**config.mk**
```make
export PLATFORM = sky130hd
export DESIGN_NAME = i2s_fifo_tx
export DESIGN_NICKNAME = d
export VERILOG_FILES = /design/src/rtl/i2s_fifo_tx.sv
export SDC_FILE = /design/constraint.sdc
export NUM_CORES = 1
export LEC_CHECK = 0
export BUFFER_PORTS_ARGS = -buffer_cell sky130_fd_sc_hd__buf_2
export CAP_MARGIN = 20
export CORE_UTILIZATION = 53
export DETAILED_ROUTE_END_ITERATION = 10
export PLACE_DENSITY = 0.76
export SYNTH_ARGS = -nofsm -noshare
export SYNTH_HDL_FRONTEND = slang
export SYNTH_SLANG_ARGS = --single-unit
```
**constraint.sdc**
```tcl
create_clock -name clk -period 2.55 [get_ports clk]
set_input_delay 0.6375 -clock clk [delete_from_list [all_inputs] [get_ports clk]]
set_output_delay 0.6375 -clock clk [all_outputs]
set_load 0.1 [all_outputs]
```
**src/rtl/i2s_fifo_tx.sv**
```systemverilog
// i2s_fifo_tx: I2S transmitter that drains L/R sample pairs from an async_fifo
// read port and serialises them as 32-slot frames (16-bit L, 16-bit R, MSB first,
// standard one-bit LRCK delay). Playback starts only once START_LEVEL words are
// buffered. A frame with no complete pair available is muted and counted.
//
// Ports:
//   clk                 audio-domain clock (also the FIFO read clock)
//   resetn              synchronous active-low reset
//   enable              level-sensitive playback enable
//   fifo_can_read       FIFO head word valid
//   fifo_read_data      FIFO head word (alternating L, R)
//   fifo_read_available FIFO fill level (may under-report)
//   fifo_read           pop strobe, one cycle per word
//   i2s_bclk            bit clock, low for the first CLK_DIV cycles of each slot
//   i2s_lrck            word select, 0 = left, 1 = right
//   i2s_sdata           serial data
//   running             high while frames are being played
//   underrun_count      saturating count of muted frames
module i2s_fifo_tx #(
  parameter int CLK_DIV           = 4,
  parameter int START_LEVEL       = 64,
  parameter int BUFFER_ADDR_WIDTH = 8
) (
  input  logic                       clk,
  input  logic                       resetn,
  input  logic                       enable,
  input  logic                       fifo_can_read,
  input  logic [15:0]                fifo_read_data,
  input  logic [BUFFER_ADDR_WIDTH:0] fifo_read_available,
  output logic                       fifo_read,
  output logic                       i2s_bclk,
  output logic                       i2s_lrck,
  output logic                       i2s_sdata,
  output logic                       running,
  output logic [15:0]                underrun_count
);

  localparam int CW = $clog2(2 * CLK_DIV);
  localparam logic [CW-1:0] CYC_LAST = CW'(2 * CLK_DIV - 1);
  localparam logic [CW-1:0] CYC_HIGH = CW'(CLK_DIV);
  localparam logic [BUFFER_ADDR_WIDTH:0] START_LVL = (BUFFER_ADDR_WIDTH + 1)'(START_LEVEL);
  localparam logic [BUFFER_ADDR_WIDTH:0] PAIR      = (BUFFER_ADDR_WIDTH + 1)'(2);

  typedef enum logic [1:0] {IDLE, PRIME, FILL, RUN} state_t;

  state_t        state;
  logic [CW-1:0] cyc;
  logic [CW-1:0] cyc_next;
  logic [4:0]    slot;
  logic [4:0]    slot_next;
  logic [31:0]   frame;
  logic [15:0]   hold_l;
  logic [15:0]   hold_r;
  logic          pop_l;
  logic          pop_r;
  logic          slot_end;
  logic          fetch_point;
  logic          starve;
  logic          miss;

  // The pop decision is registered one cycle ahead (pop_l/pop_r), so the
  // fill-level check happens on the last cycle of slot 29 and the two pops
  // land on cycles 0 and 1 of slot 30. The strobe itself is gated by the
  // live can_read/enable/resetn so no word is ever popped without capture.
  always_comb begin
    cyc_next    = cyc + 1'b1;
    slot_next   = slot + 1'b1;
    slot_end    = (cyc == CYC_LAST);
    fetch_point = (state == RUN) && (slot == 5'd29) && slot_end;
    starve      = fetch_point && (fifo_read_available < PAIR);
    miss        = (pop_l || pop_r) && !fifo_can_read;
    fifo_read   = resetn && enable && (pop_l || pop_r) && fifo_can_read;
  end

  always_ff @(posedge clk) begin
    if (!resetn) begin
      state          <= IDLE;
      cyc            <= '0;
      slot           <= '0;
      frame          <= '0;
      hold_l         <= '0;
      hold_r         <= '0;
      pop_l          <= 1'b0;
      pop_r          <= 1'b0;
      i2s_bclk       <= 1'b0;
      i2s_lrck       <= 1'b0;
      i2s_sdata      <= 1'b0;
      running        <= 1'b0;
      underrun_count <= '0;
    end else if (!enable) begin
      state     <= IDLE;
      cyc       <= '0;
      slot      <= '0;
      pop_l     <= 1'b0;
      pop_r     <= 1'b0;
      i2s_bclk  <= 1'b0;
      i2s_lrck  <= 1'b0;
      i2s_sdata <= 1'b0;
      running   <= 1'b0;
    end else begin
      // Pair fetch, shared by the initial fill and the per-frame refill.
      // Starvation or a vanished head word mutes the whole pair.
      if ((starve || miss) && (underrun_count != 16'hFFFF))
        underrun_count <= underrun_count + 1'b1;
      if (starve || miss) begin
        hold_l <= '0;
        hold_r <= '0;
      end
      if (pop_l) begin
        pop_l <= 1'b0;
        if (fifo_can_read) begin
          hold_l <= fifo_read_data;
          pop_r  <= 1'b1;
        end
      end
      if (pop_r) begin
        pop_r <= 1'b0;
        if (fifo_can_read)
          hold_r <= fifo_read_data;
      end

      case (state)
        IDLE: state <= PRIME;
        PRIME: begin
          if (fifo_read_available >= START_LVL) begin
            pop_l <= 1'b1;
            state <= FILL;
          end
        end
        FILL: begin
          if (miss || pop_r) begin
            state    <= RUN;
            running  <= 1'b1;
            cyc      <= '0;
            slot     <= '0;
            i2s_bclk <= 1'b0;
            i2s_lrck <= 1'b0;
            if (miss) begin
              frame     <= '0;
              i2s_sdata <= 1'b0;
            end else begin
              frame     <= {hold_l, fifo_read_data};
              i2s_sdata <= hold_l[15];
            end
          end
        end
        RUN: begin
          if (fetch_point && !starve)
            pop_l <= 1'b1;
          if (slot_end) begin
            cyc      <= '0;
            slot     <= slot_next;
            i2s_bclk <= 1'b0;
            // LRCK leads the word by one slot (I2S delay).
            i2s_lrck <= (slot_next >= 5'd15) && (slot_next != 5'd31);
            if (slot_next == 5'd0) begin
              frame     <= {hold_l, hold_r};
              i2s_sdata <= hold_l[15];
            end else begin
              i2s_sdata <= frame[5'd31 - slot_next];
            end
          end else begin
            cyc      <= cyc_next;
            i2s_bclk <= (cyc_next >= CYC_HIGH);
          end
        end
        default: state <= IDLE;
      endcase
    end
  end

endmodule

```
# Yosys cells after proc, flatten, opt, wreduce, memory -nomap -nowiden
# Cells that the tools add are included.
dict set report totals {
  reg_bits 96
  elab_cells 99
  input_bits 29
  output_inout_bits 21
}
dict set report classes {
  reduce_logical 27
  n_mux 36
  magnitude_cmp 5
  eq_ne 11
  n_addsub 4
  bitwise_logic 3
}
# cell count
set ops {}
lappend ops {{two-way mux 32 bit} 4}
lappend ops {{two-way mux 16 bit} 6}
lappend ops {{one-hot mux 32 bit (2 select lines)} 1}
lappend ops {{adder 16 x 1 -> 16 bit, second input constant} 1}
lappend ops {{!= test 16 bit, second input constant} 1}
lappend ops {{two-way mux 1 bit} 11}
lappend ops {{logical AND 1 bit} 10}
lappend ops {{two-way mux 5 bit} 2}
lappend ops {{one-hot mux 5 bit (2 select lines)} 1}
lappend ops {{>= comparator 9 x 7 -> 1 bit, second input constant} 1}
lappend ops {{< comparator 9 x 2 -> 1 bit, second input constant} 1}
lappend ops {{one-hot mux 1 bit (2 select lines)} 4}
lappend ops {{AND reduction 2 bit} 4}
lappend ops {{< comparator 5 x 6 -> 1 bit, second input constant} 1}
lappend ops {{two-way mux 3 bit} 2}
lappend ops {{!= test 2 bit, second input constant} 3}
lappend ops {{one-hot mux 2 bit (3 select lines)} 1}
lappend ops {{one-hot mux 3 bit (2 select lines)} 1}
lappend ops {{AND reduction 3 bit} 2}
lappend ops {{adder 5 x 1 -> 5 bit, second input constant} 1}
lappend ops {{binary-select mux 1 bit (select 5 bit)} 1}
lappend ops {{== test 5 bit, second input constant} 1}
lappend ops {{>= comparator 5 x 4 -> 1 bit, second input constant} 1}
lappend ops {{zero test 5 bit} 1}
lappend ops {{other kinds (17)} 24}

# Longest topological paths before layout
# Gate-level depths: netlist of run 1.
dict set report logic_depth {
  depth_word 8
  depth_mapped 10
  ltp_nobuf 8
}

# Worst setup path after synthesis of run 1
# No wires, ideal clock.
dict set report synth_path {
  path_kind {input-to-output}
  startpoint {in resetn}
  endpoint {out fifo_read}
  stages 3
  slack_ns -1.248
  arrival_ns 3.161
  required_time_ns 1.913
  n_path_buf 1
  cell_sequence {nand2_1 -> clkbuf_1 -> nor3b_1}
}
dict set report synth_between {
  elab_chain_len 3
}
# element line
set synth_rtl {}
lappend synth_rtl {{start, declared} 25} ;# input logic resetn,
lappend synth_rtl {{logical AND 1 bit (3 in series)} 72} ;# fifo_read = resetn && enable && (pop_l || pop_r) && fifo_can_read;
lappend synth_rtl {{end, declared} 30} ;# output logic fifo_read,
# Every way passes these cells.

# Worst setup path in the final report of run 1
dict set report layout_path {
  startpoint {reg slot[0]}
  endpoint {reg i2s_sdata}
}
dict set report layout_between {
  elab_chain_len 7
  word_cells_on_any_way 8
  cone_classes {add/sub (2); mux (5); reduce/logical (1)}
}
# element line
set layout_rtl {}
lappend layout_rtl {{start, declared} 49} ;# logic [4:0] slot;
lappend layout_rtl {{start signal, assigned} 152} ;# slot <= slot_next;
lappend layout_rtl {{adder 5 x 1 -> 5 bit *} 67} ;# slot_next = slot + 1'b1;
lappend layout_rtl {{subtractor 5 bit} 160} ;# i2s_sdata <= frame[5'd31 - slot_next];
lappend layout_rtl {{binary-select mux 1 bit (select 5 bit)} 160}
lappend layout_rtl {{two-way mux 1 bit (not written as such)} 160}
lappend layout_rtl {{two-way mux 1 bit *} 156} ;# if (slot_next == 5'd0) begin
lappend layout_rtl {{two-way mux 1 bit *} 150} ;# if (slot_end) begin
lappend layout_rtl {{one-hot mux 1 bit (2 select lines) *} 122} ;# case (state)
lappend layout_rtl {{end signal, assigned} 143} ;# i2s_sdata <= hold_l[15];
lappend layout_rtl {{end signal, assigned} 158} ;# i2s_sdata <= hold_l[15];
lappend layout_rtl {{end signal, assigned} 160}
lappend layout_rtl {{end, declared} 33} ;# output logic i2s_sdata,
# Mark *: on every way between the ends. The rest lies on a longest branch, timed or not. The select of a mux whose other input is x is not followed.
# A chain may end at the register's enable or synchronous reset.

==> metrics.csv, run 1 <==
metric,value,unit
grt_max_degree,84,
finish.instance_area,5130,um^2
drt_iter0_markers,150,
setup_viol,0,
cts_sinks,95,
fin_nets,557,
ys_warn_count,0,
vdd_ir_drop_max,441,uV
placed_cell_area,4910,um^2
ys_seq_area_share,42.2,%
grt-ovfl-total,0,
insertedDiodeCount,0,
startpoint_type,register,
post_cts_buffers,0,
min_path_type,register to register,
async_flop_share,0,%
drtPass1Iterations,5,
status,"finished, final reports clean",
end_kind,register,
dpl.hpwl,6.47,mm
grt_use_total,23.9,%
core_region_area,8220,um^2
hold_viol_final,0,
power_leakage,0.00217,uW
p_int,2100,uW
first_global_vias,3521,
initial_core_util,54.8,%
path_max_fanout,10,
via_per_inst,5.85,
comb_power_share,6.1,%
via_count,3668,
die-width,94.2,um
cts_tree,done,
cts.repair.resized,0,
netlist_instances,477,
drc,0,
syn_area,4510,um^2
synth_nets,517,
arrival,2.57,ns
busiest_layer,met2,
worstSetupPathType,register to register,
syn_avg_cell_area,9.45,um^2
final.setup.tns,0,ns
power.switching,628,uW
cpPeakStageDelay,0.51,ns
row_count,33,
postRouteAntennaNets,0,
gr-usage-met1,29.4,%
p_per_area,533,nW/um^2
pin_count,50,
crit_path_frequent_cell,mux4_2,
nFillCells,693,
seq_power_share,55.2,%
drive_gt1_share,21.3,%
clock_path_buffers,2,
routed_wirelength,10.0,mm
yosys_register_bits,95,
ys.flop_type,dfxtp_1,
fmax,428,MHz
wl_per_cell,15.9,um
htreeDepth,3,
die_h,94.2,um
clock_skew,0.0117,ns
antenna_found_initial,0,
holdBufCountCts,0,
cts_buffers,9,
fin_crit_sh,91.6,%
clkPwrFrac,38.7,%
grt_use_met2,40.5,%
relSlewSlack,52.6,%
maxCapViolations,0,
synth_edf_count,0,
grt_pass1_wl,16.6,mm
clock_latency,0.36,ns
crit_slowest_cell,ha_2,
crit_chain,inv_1 > ha_2 > mux4_2 > mux4_2 > mux2i_1 > o22ai_1,
synth_cell_types,49,
drv_slew,0,
area_delta_synth_final,13.8,%
tightest_slew,0.711,ns
io_buffers,48,
die-area,8870,um^2
critPathRequiredTime,2.79,ns
p_sw_share,23.0,%
rsz0062_at_grt,no,
place_congestion,0.786,
clk_pin_slew_worst_paths,0.09,ns
grt_use_met3,4.29,%
cts_root_buffer,clkbuf_8,
period_needed,2.33,ns
cells by family after synthesis:
group                    share of synthesized area, %
AO/OA/AOI/OAI                                    19.7
flip-flops                                       42.2
buffers and inverters                            4.11
AND/OR/NAND/NOR                                  21.7
multiplexers                                     6.08
adder cells (fa/ha/maj)                          3.05
XOR/XNOR                                         3.11
worst paths after layout:
| check | start | to | slack [ns] | cells after the start |
|---|---|---|---|---|
| setup / recovery | slot[0] | i2s_sdata | 0.22 | 6 |
| hold / removal | i2s_lrck | i2s_lrck | 0.47 | 2 |
| setup reg to reg | slot[0] | i2s_sdata | 0.22 | 6 |
| hold reg to reg | i2s_lrck | i2s_lrck | 0.47 | 2 |
area by class of cell:
type / instances / area, um^2 / area share, %
multi-input combinational: 337 / 2440 / 47.6
sequential: 95 / 1920 / 37.4
tap: 105 / 131 / 2.56
clock inverter: 4 / 52.6 / 1.02
timing repair buffer: 63 / 380 / 7.42
clock buffer: 12 / 165 / 3.22
inverter: 11 / 41.3 / 0.805
layer usage:
metal	wire (um)	share of wire, %
met3	351	3.5
met2	4900	49
met1	4570	46
met4	179	1.8
met5	0	0
power groups by stage:
stage	clock network, uW	registers [uW]	logic (uW)
finish	1060	1510	167
global route	1140	1510	182
CTS	1080	1510	167
detailed placement	0	1540	165
global placement	0	1540	161
floorplan	0	1540	104
stage by stage:
| stage | power, uW | util (%) | setup WS, ns | std cells | hold WS (ns) |
|---|---|---|---|---|---|
| global route | 2830 | 62.4 | 0.0852 | 627 | 0.495 |
| detailed placement | 1710 | 59.7 | 0.168 | 611 | 0.459 |
| global placement | 1700 | 59.7 | 0.270 | 611 | 0.445 |
| floorplan | 1640 | - | 0.0571 | 477 | 0.451 |
| finish | 2730 | 62.4 | 0.215 | 627 | 0.469 |
| CTS | 2750 | 62.4 | 0.0689 | 627 | 0.478 |
cell usage in the layout (no fill, tap or decap), types with 11 or more instances in the layout:
cell type and instances:
buf_2 47, xor2_1 12, nand3_1 25, dfxtp_1 82, inv_1 11, nand2_1 40
and2_1 12, nand2b_1 20, a21boi_0 19, a22oi_1 49, nor2_1 19, buf_4 14
clkbuf_8 12, nor2b_1 34, dfxtp_2 13, o211a_1 16
worst max-delay path, delay by kind of cell (launching register included):
kind	cells	cell delay, ns
AOI/OAI and AO/OA	1	0.12
adders and majority gates	1	0.51
buffers and inverters	1	0.11
DFF	1	0.43
muxes	3	1.05
cell usage after synthesis (all sizes together), types with 2 or more instances:
master / number / area [um^2]
clkbuf: 26 / 97.6
nand2: 40 / 150
mux4: 9 / 203
and2: 12 / 75.1
nor4: 7 / 50.1
nor3b: 3 / 22.5
nor2b: 34 / 213
xnor2: 4 / 35.0
buf: 8 / 46.3
o211a: 16 / 160
a21oi: 6 / 33.8
xor2: 12 / 105
nor3: 5 / 30.0
a32oi: 2 / 17.5
or2: 2 / 12.5
mux2i: 6 / 60.1
a22oi: 49 / 368
nor2: 19 / 71.3
nand2b: 20 / 125
a21boi: 19 / 143
nand3: 25 / 125
o21ai: 7 / 35.0
nand4: 3 / 25.0
a21bo: 2 / 20.0
inv: 11 / 41.3
dfxtp: 95 / 1900
a211oi: 3 / 22.5
and3: 4 / 25.0
ha: 11 / 138
a31oi: 4 / 25.0
state kept, by name (all words and copies together), names as in the netlist:
register / flops
slot: 5
frame: 32
hold_l: 16
underrun_count: 16
running: 1
cyc: 2
hold_r: 16
i2s_bclk: 1
i2s_lrck: 1
pop_r: 1
i2s_sdata: 1
state: 2
pop_l: 1
No activity file was read; power rests on OpenSTA's default activity.
==> inputs of run 2 (changes only) <==
--- a/config.mk
+++ b/config.mk
@@ -7,9 +7,10 @@
 export LEC_CHECK = 0
 export BUFFER_PORTS_ARGS = -buffer_cell sky130_fd_sc_hd__buf_2
 export CAP_MARGIN = 20
-export CORE_UTILIZATION = 53
+export CORE_UTILIZATION = 63
 export DETAILED_ROUTE_END_ITERATION = 10
-export PLACE_DENSITY = 0.76
+export MAX_ROUTING_LAYER = met4
+export PLACE_DENSITY = 0.85
 export SYNTH_ARGS = -nofsm -noshare
 export SYNTH_HDL_FRONTEND = slang
 export SYNTH_SLANG_ARGS = --single-unit
==> constraint.sdc (replaced) <==
create_clock -name clk -period 2.7 [get_ports clk]
set_input_delay 0.675 -clock clk [delete_from_list [all_inputs] [get_ports clk]]
set_output_delay 0.675 -clock clk [all_outputs]
set_load 0.1 [all_outputs]
==> run 2 against run 1 <==
  * Final cell count down 1.4%
  * Global-route usage up 5.7 points
  * Power fell by 5.7%
  * Worst setup slack better by 0.075 ns
  * Wire length grew 1.8%
  * Largest power group unchanged
  * Fmax down 3.1%
  * Critical path type unchanged
==> metrics.csv, run 2 (synthesis gave the netlist of run 1 again) <==
metric,value,unit
status,"finished, final reports clean",
drtPass1Iterations,5,
rr_worst_depth,9,
core_region_area,6870,um^2
vdd_ir_drop_max,322,uV
min_path_type,register to register,
dpl_worst_slack,0.309,ns
area_delta_synth_final,13.2,%
drt_iter0_markers,375,
first_global_vias,3514,
clock_path_buffers,2,
row_count,30,
regMostFlops,frame,
critPathRequiredTime,2.95,ns
fin_nets,557,
largest_reg_flops,32,
cts.repair.resized,0,
finish.instance_area,5100,um^2
cts_sinks,95,
layout_common_cells,"92 x dfxtp_1, 49 x a22oi_1, 47 x buf_2",
place_congestion,0.827,
hold-path-endpoint,frame[31],
regArea,1910,um^2
routed_wirelength,10.2,mm
via_per_inst,6.02,
final_util,74.3,%
multi_input_area,2440,um^2
postRouteAntennaNets,0,
htreeDepth,3,
clock_latency,0.35,ns
p_per_area,505,nW/um^2
setup_slack,0.291,ns
clock_skew,0.00613,ns
relSlewSlack,53.3,%
fin_crit_sh,89.2,%
clk_pin_slew_worst_paths,0.09,ns
dpl.hpwl,6.58,mm
tightest_slew,0.693,ns
arrival,2.66,ns
wl_per_cell,16.5,um
r2r_start,cyc[0],
post_cts_buffers,0,
die-area,7490,um^2
drive_gt1_share,19.2,%
cts_tree,done,
grt-ovfl-total,0,
period_needed,2.41,ns
initial_core_util,65.6,%
cts_buffers,9,
grt_use_total,29.6,%
die-width,86.6,um
grt_pass1_wl,16.8,mm
r2r_slack,0.29,ns
drv_slew,0,
worstSetupPathType,register to register,
power_leakage,0.00217,uW
setup_viol,0,
antenna_found_initial,0,
nFillCells,513,
startpoint_type,register,
pin_count,50,
final.setup.tns,0,ns
holdBufCountCts,0,
rsz0062_at_grt,no,
power.total,2580,uW
hold_viol_final,0,
maxCapViolations,0,
insertedDiodeCount,0,
drc,0,
path_max_fanout,12,
cts_root_buffer,clkbuf_8,
via_count,3722,
end_kind,register,
grt_max_degree,84,
hp-start,frame[31],
fmax,415,MHz
die_h,86.6,um
placed_cell_area,4880,um^2
final_common_cell,dfxtp_1,
regToRegEndpoint,underrun_count[4],
hold_depth,2,
io_buffers,48,
==> run 2: worst max path at each step <==
stage | start | endpoint | slack (ns)
after detailed placement | fifo_read_available[5] | underrun_count[15] | 0.31
after global routing | cyc[0] | underrun_count[4] | 0.13
after floorplan | underrun_count[6] | underrun_count[8] | 0.01
after CTS | cyc[0] | underrun_count[4] | 0.30
final | cyc[0] | underrun_count[4] | 0.29
after global placement | slot[0] | i2s_sdata | 0.43
==> run 2: area by class of cell <==
class / instances / area share, %
Sequential cell: 95 / 37.3
Timing Repair Buffer: 63 / 7.45
Inverter: 11 / 0.809
Clock inverter: 4 / 1.03
Tap cell: 96 / 2.35
Multi-Input combinational cell: 337 / 47.8
Clock buffer: 12 / 3.24
==> run 2: per-layer routing <==
layer	track usage, %	up-vias	share of wire (%)
li1	-	1780	-
met1	37.8	1785	43
met2	46.5	140	49
met3	4.19	17	5.7
met4	14.4	0	2.1
met5	-	-	0
==> run 2: through the flow <==
step,hold slack (ns),instances
global placement,0.445,602
CTS,0.485,618
finish,0.483,618
floorplan,0.451,477
detailed placement,0.470,602
global route,0.507,618
==> run 2: critical path: stages (launching register included) <==
cell,delay (ns)
dfxtp_1,0.37
ha_1,0.17
ha_1,0.28
nand3_1,0.12
nor2_1,0.15
a41oi_1,0.21
buf_4,0.25
nor4b_1,0.47
xor2_1,0.12
and2_1,0.17
==> run 2: where the power goes <==
part	switching, uW	internal, uW
registers	9.57	1410
clock network	489	506
logic	91.1	67.3
==> inputs of run 3 (changes only) <==
--- a/config.mk
+++ b/config.mk
@@ -7,10 +7,10 @@
 export LEC_CHECK = 0
 export BUFFER_PORTS_ARGS = -buffer_cell sky130_fd_sc_hd__buf_2
 export CAP_MARGIN = 20
-export CORE_UTILIZATION = 63
+export CORE_UTILIZATION = 60
 export DETAILED_ROUTE_END_ITERATION = 10
 export MAX_ROUTING_LAYER = met4
-export PLACE_DENSITY = 0.85
+export PLACE_DENSITY = 0.81
 export SYNTH_ARGS = -nofsm -noshare
 export SYNTH_HDL_FRONTEND = slang
 export SYNTH_SLANG_ARGS = --single-unit
==> constraint.sdc (replaced) <==
create_clock -name clk -period 3.04 [get_ports clk]
set_input_delay 0.76 -clock clk [delete_from_list [all_inputs] [get_ports clk]]
set_output_delay 0.76 -clock clk [all_outputs]
set_load 0.1 [all_outputs]
==> run 3 against run 2 <==
  * Worst setup slack better by 0.36 ns
  * Largest cell class unchanged
  * Largest power group unchanged
  * Wire length shrank 5.1%
  * Worst hold slack lost 0.016 ns
  * Critical endpoint is now frame[24]
  * Clock power down 2.0%
  * Critical path depth did not move
==> metrics.csv, run 3 (synthesis gave the netlist of run 1 again) <==
metric,value,unit
cts_tree,done,
period_needed,2.39,ns
tightest_slew,0.778,ns
holdBufCountCts,0,
critPathRequiredTime,3.33,ns
antenna_found_initial,0,
layout_common_cells,"95 x dfxtp_1, 49 x a22oi_1, 47 x buf_2",
row_count,31,
hold_depth,2,
dp.cells,601,
grt_use_total,27.0,%
first_global_vias,3353,
cts_sinks,95,
fin_hold_ws,0.468,ns
min_path_type,register to register,
startpoint_type,register,
crit_slowest_cell,ha_1,
pin_count,50,
clock_path_buffers,2,
cts_root_buffer,clkbuf_8,
die-area,7860,um^2
grt_max_degree,84,
relSlewSlack,48.1,%
drt_iter0_markers,198,
insertedDiodeCount,0,
clock_skew,0.0150,ns
arrival,2.68,ns
fin_crit_sh,78.5,%
grt_pass1_wl,15.9,mm
routed.top_layer,met4,
post_cts_buffers,0,
fmax,419,MHz
clk_pin_slew_worst_paths,0.10,ns
worstSetupPathType,register to register,
fin_nets,553,
routed_wirelength,9.66,mm
postRouteAntennaNets,0,
hold_viol_final,0,
via_per_inst,5.81,
area_delta_synth_final,13.0,%
drt-met1-wl,4.21,mm
via_count,3584,
crit_chain,buf_4 > ha_1 > or2_2 > a21oi_1 > o211ai_1 > a21oi_4 > buf_12 > nand3_1 > a21boi_0,
routed-wl-met3,422,um
regMostFlops,frame,
cts_buffers,9,
vdd_ir_drop_max,460,uV
cpPeakStageDelay,0.33,ns
io_buffers,48,
drc,0,
final.setup.tns,0,ns
path_max_fanout,64,
setup_viol,0,
rr_worst_depth,9,
grt-ovfl-total,0,
die_h,88.7,um
initial_core_util,62.1,%
core_region_area,7250,um^2
clock_latency,0.37,ns
p_per_area,467,nW/um^2
cts.repair.resized,0,
die-width,88.7,um
wl_per_cell,15.7,um
status,"finished, final reports clean",
nFillCells,565,
rsz0062_at_grt,no,
drive_gt1_share,18.0,%
power_leakage,0.00215,uW
layoutNonFillerInstCount,617,
place_congestion,0.828,
largest_reg_flops,32,
drv_slew,0,
final_common_cell,dfxtp_1,
end_kind,register,
dpl.hpwl,6.18,mm
dr_wl_met2,4.86,mm
htreeDepth,3,
drtPass1Iterations,4,
maxCapViolations,0,
run 3: changes by cell type in the layout (fill, tap and decap cells not counted):
cell       change
buf_4          -4
bufinv_16      +1
clkbuf_8       -2
clkinv_2       -1
clkinv_4       -2
dfxtp_1        +3
dfxtp_2        -3
inv_6          +3
inv_8          +1
run 3: cell type report:
cell class / instances / area, um^2 / share of cell area, %
Multi-Input combinational cell: 337 / 2440 / 47.9
Sequential cell: 95 / 1900 / 37.4
Timing Repair Buffer: 59 / 350 / 6.88
Clock buffer: 10 / 138 / 2.70
Tap cell: 99 / 124 / 2.43
Clock inverter: 6 / 97.6 / 1.92
Inverter: 11 / 41.3 / 0.811
run 3: per-stage QoR:
step | setup slack (ns) | power [uW] | util, % | instance area (um^2)
2_1_floorplan | 0.286 | 1380 | - | 4520
3_3_place_gp | 0.576 | 1430 | 66.9 | 4850
3_5_place_dp | 0.535 | 1430 | 66.9 | 4850
4_1_cts | 0.674 | 2390 | 70.2 | 5090
5_1_grt | 0.490 | 2460 | 70.2 | 5090
6_report | 0.652 | 2380 | 70.2 | 5090
run 3: per-layer routing:
metal	track usage [%]	vias up
met1	32.0	1702
met4	9.09	0
met3	4.76	17
li1	-	1782
met2	46.3	83
met5	-	-
run 3: power by group:
part	switching [uW]	total (uW)	internal, uW
Combinational	79.8	139	59.0
Sequential	8.46	1260	1260
Clock	474	975	501
Total	562	2380	1820
run 3: worst paths after layout:
check                           startpoint        end  slack (ns)
worst max-delay path               slot[0]  frame[24]        0.65
worst min-delay path              i2s_lrck   i2s_lrck        0.47
worst max register to register     slot[0]  frame[24]        0.65
worst min register to register    i2s_lrck   i2s_lrck        0.47
run 3: critical path: cells and delay by family, from the launching register on:
family	cells	cell delay, ns
adders and majority gates	1	0.33
DFF	1	0.32
buffers and inverters	2	0.46
and+or+nand+nor	2	0.42
AOI/OAI and AO/OA	4	0.75
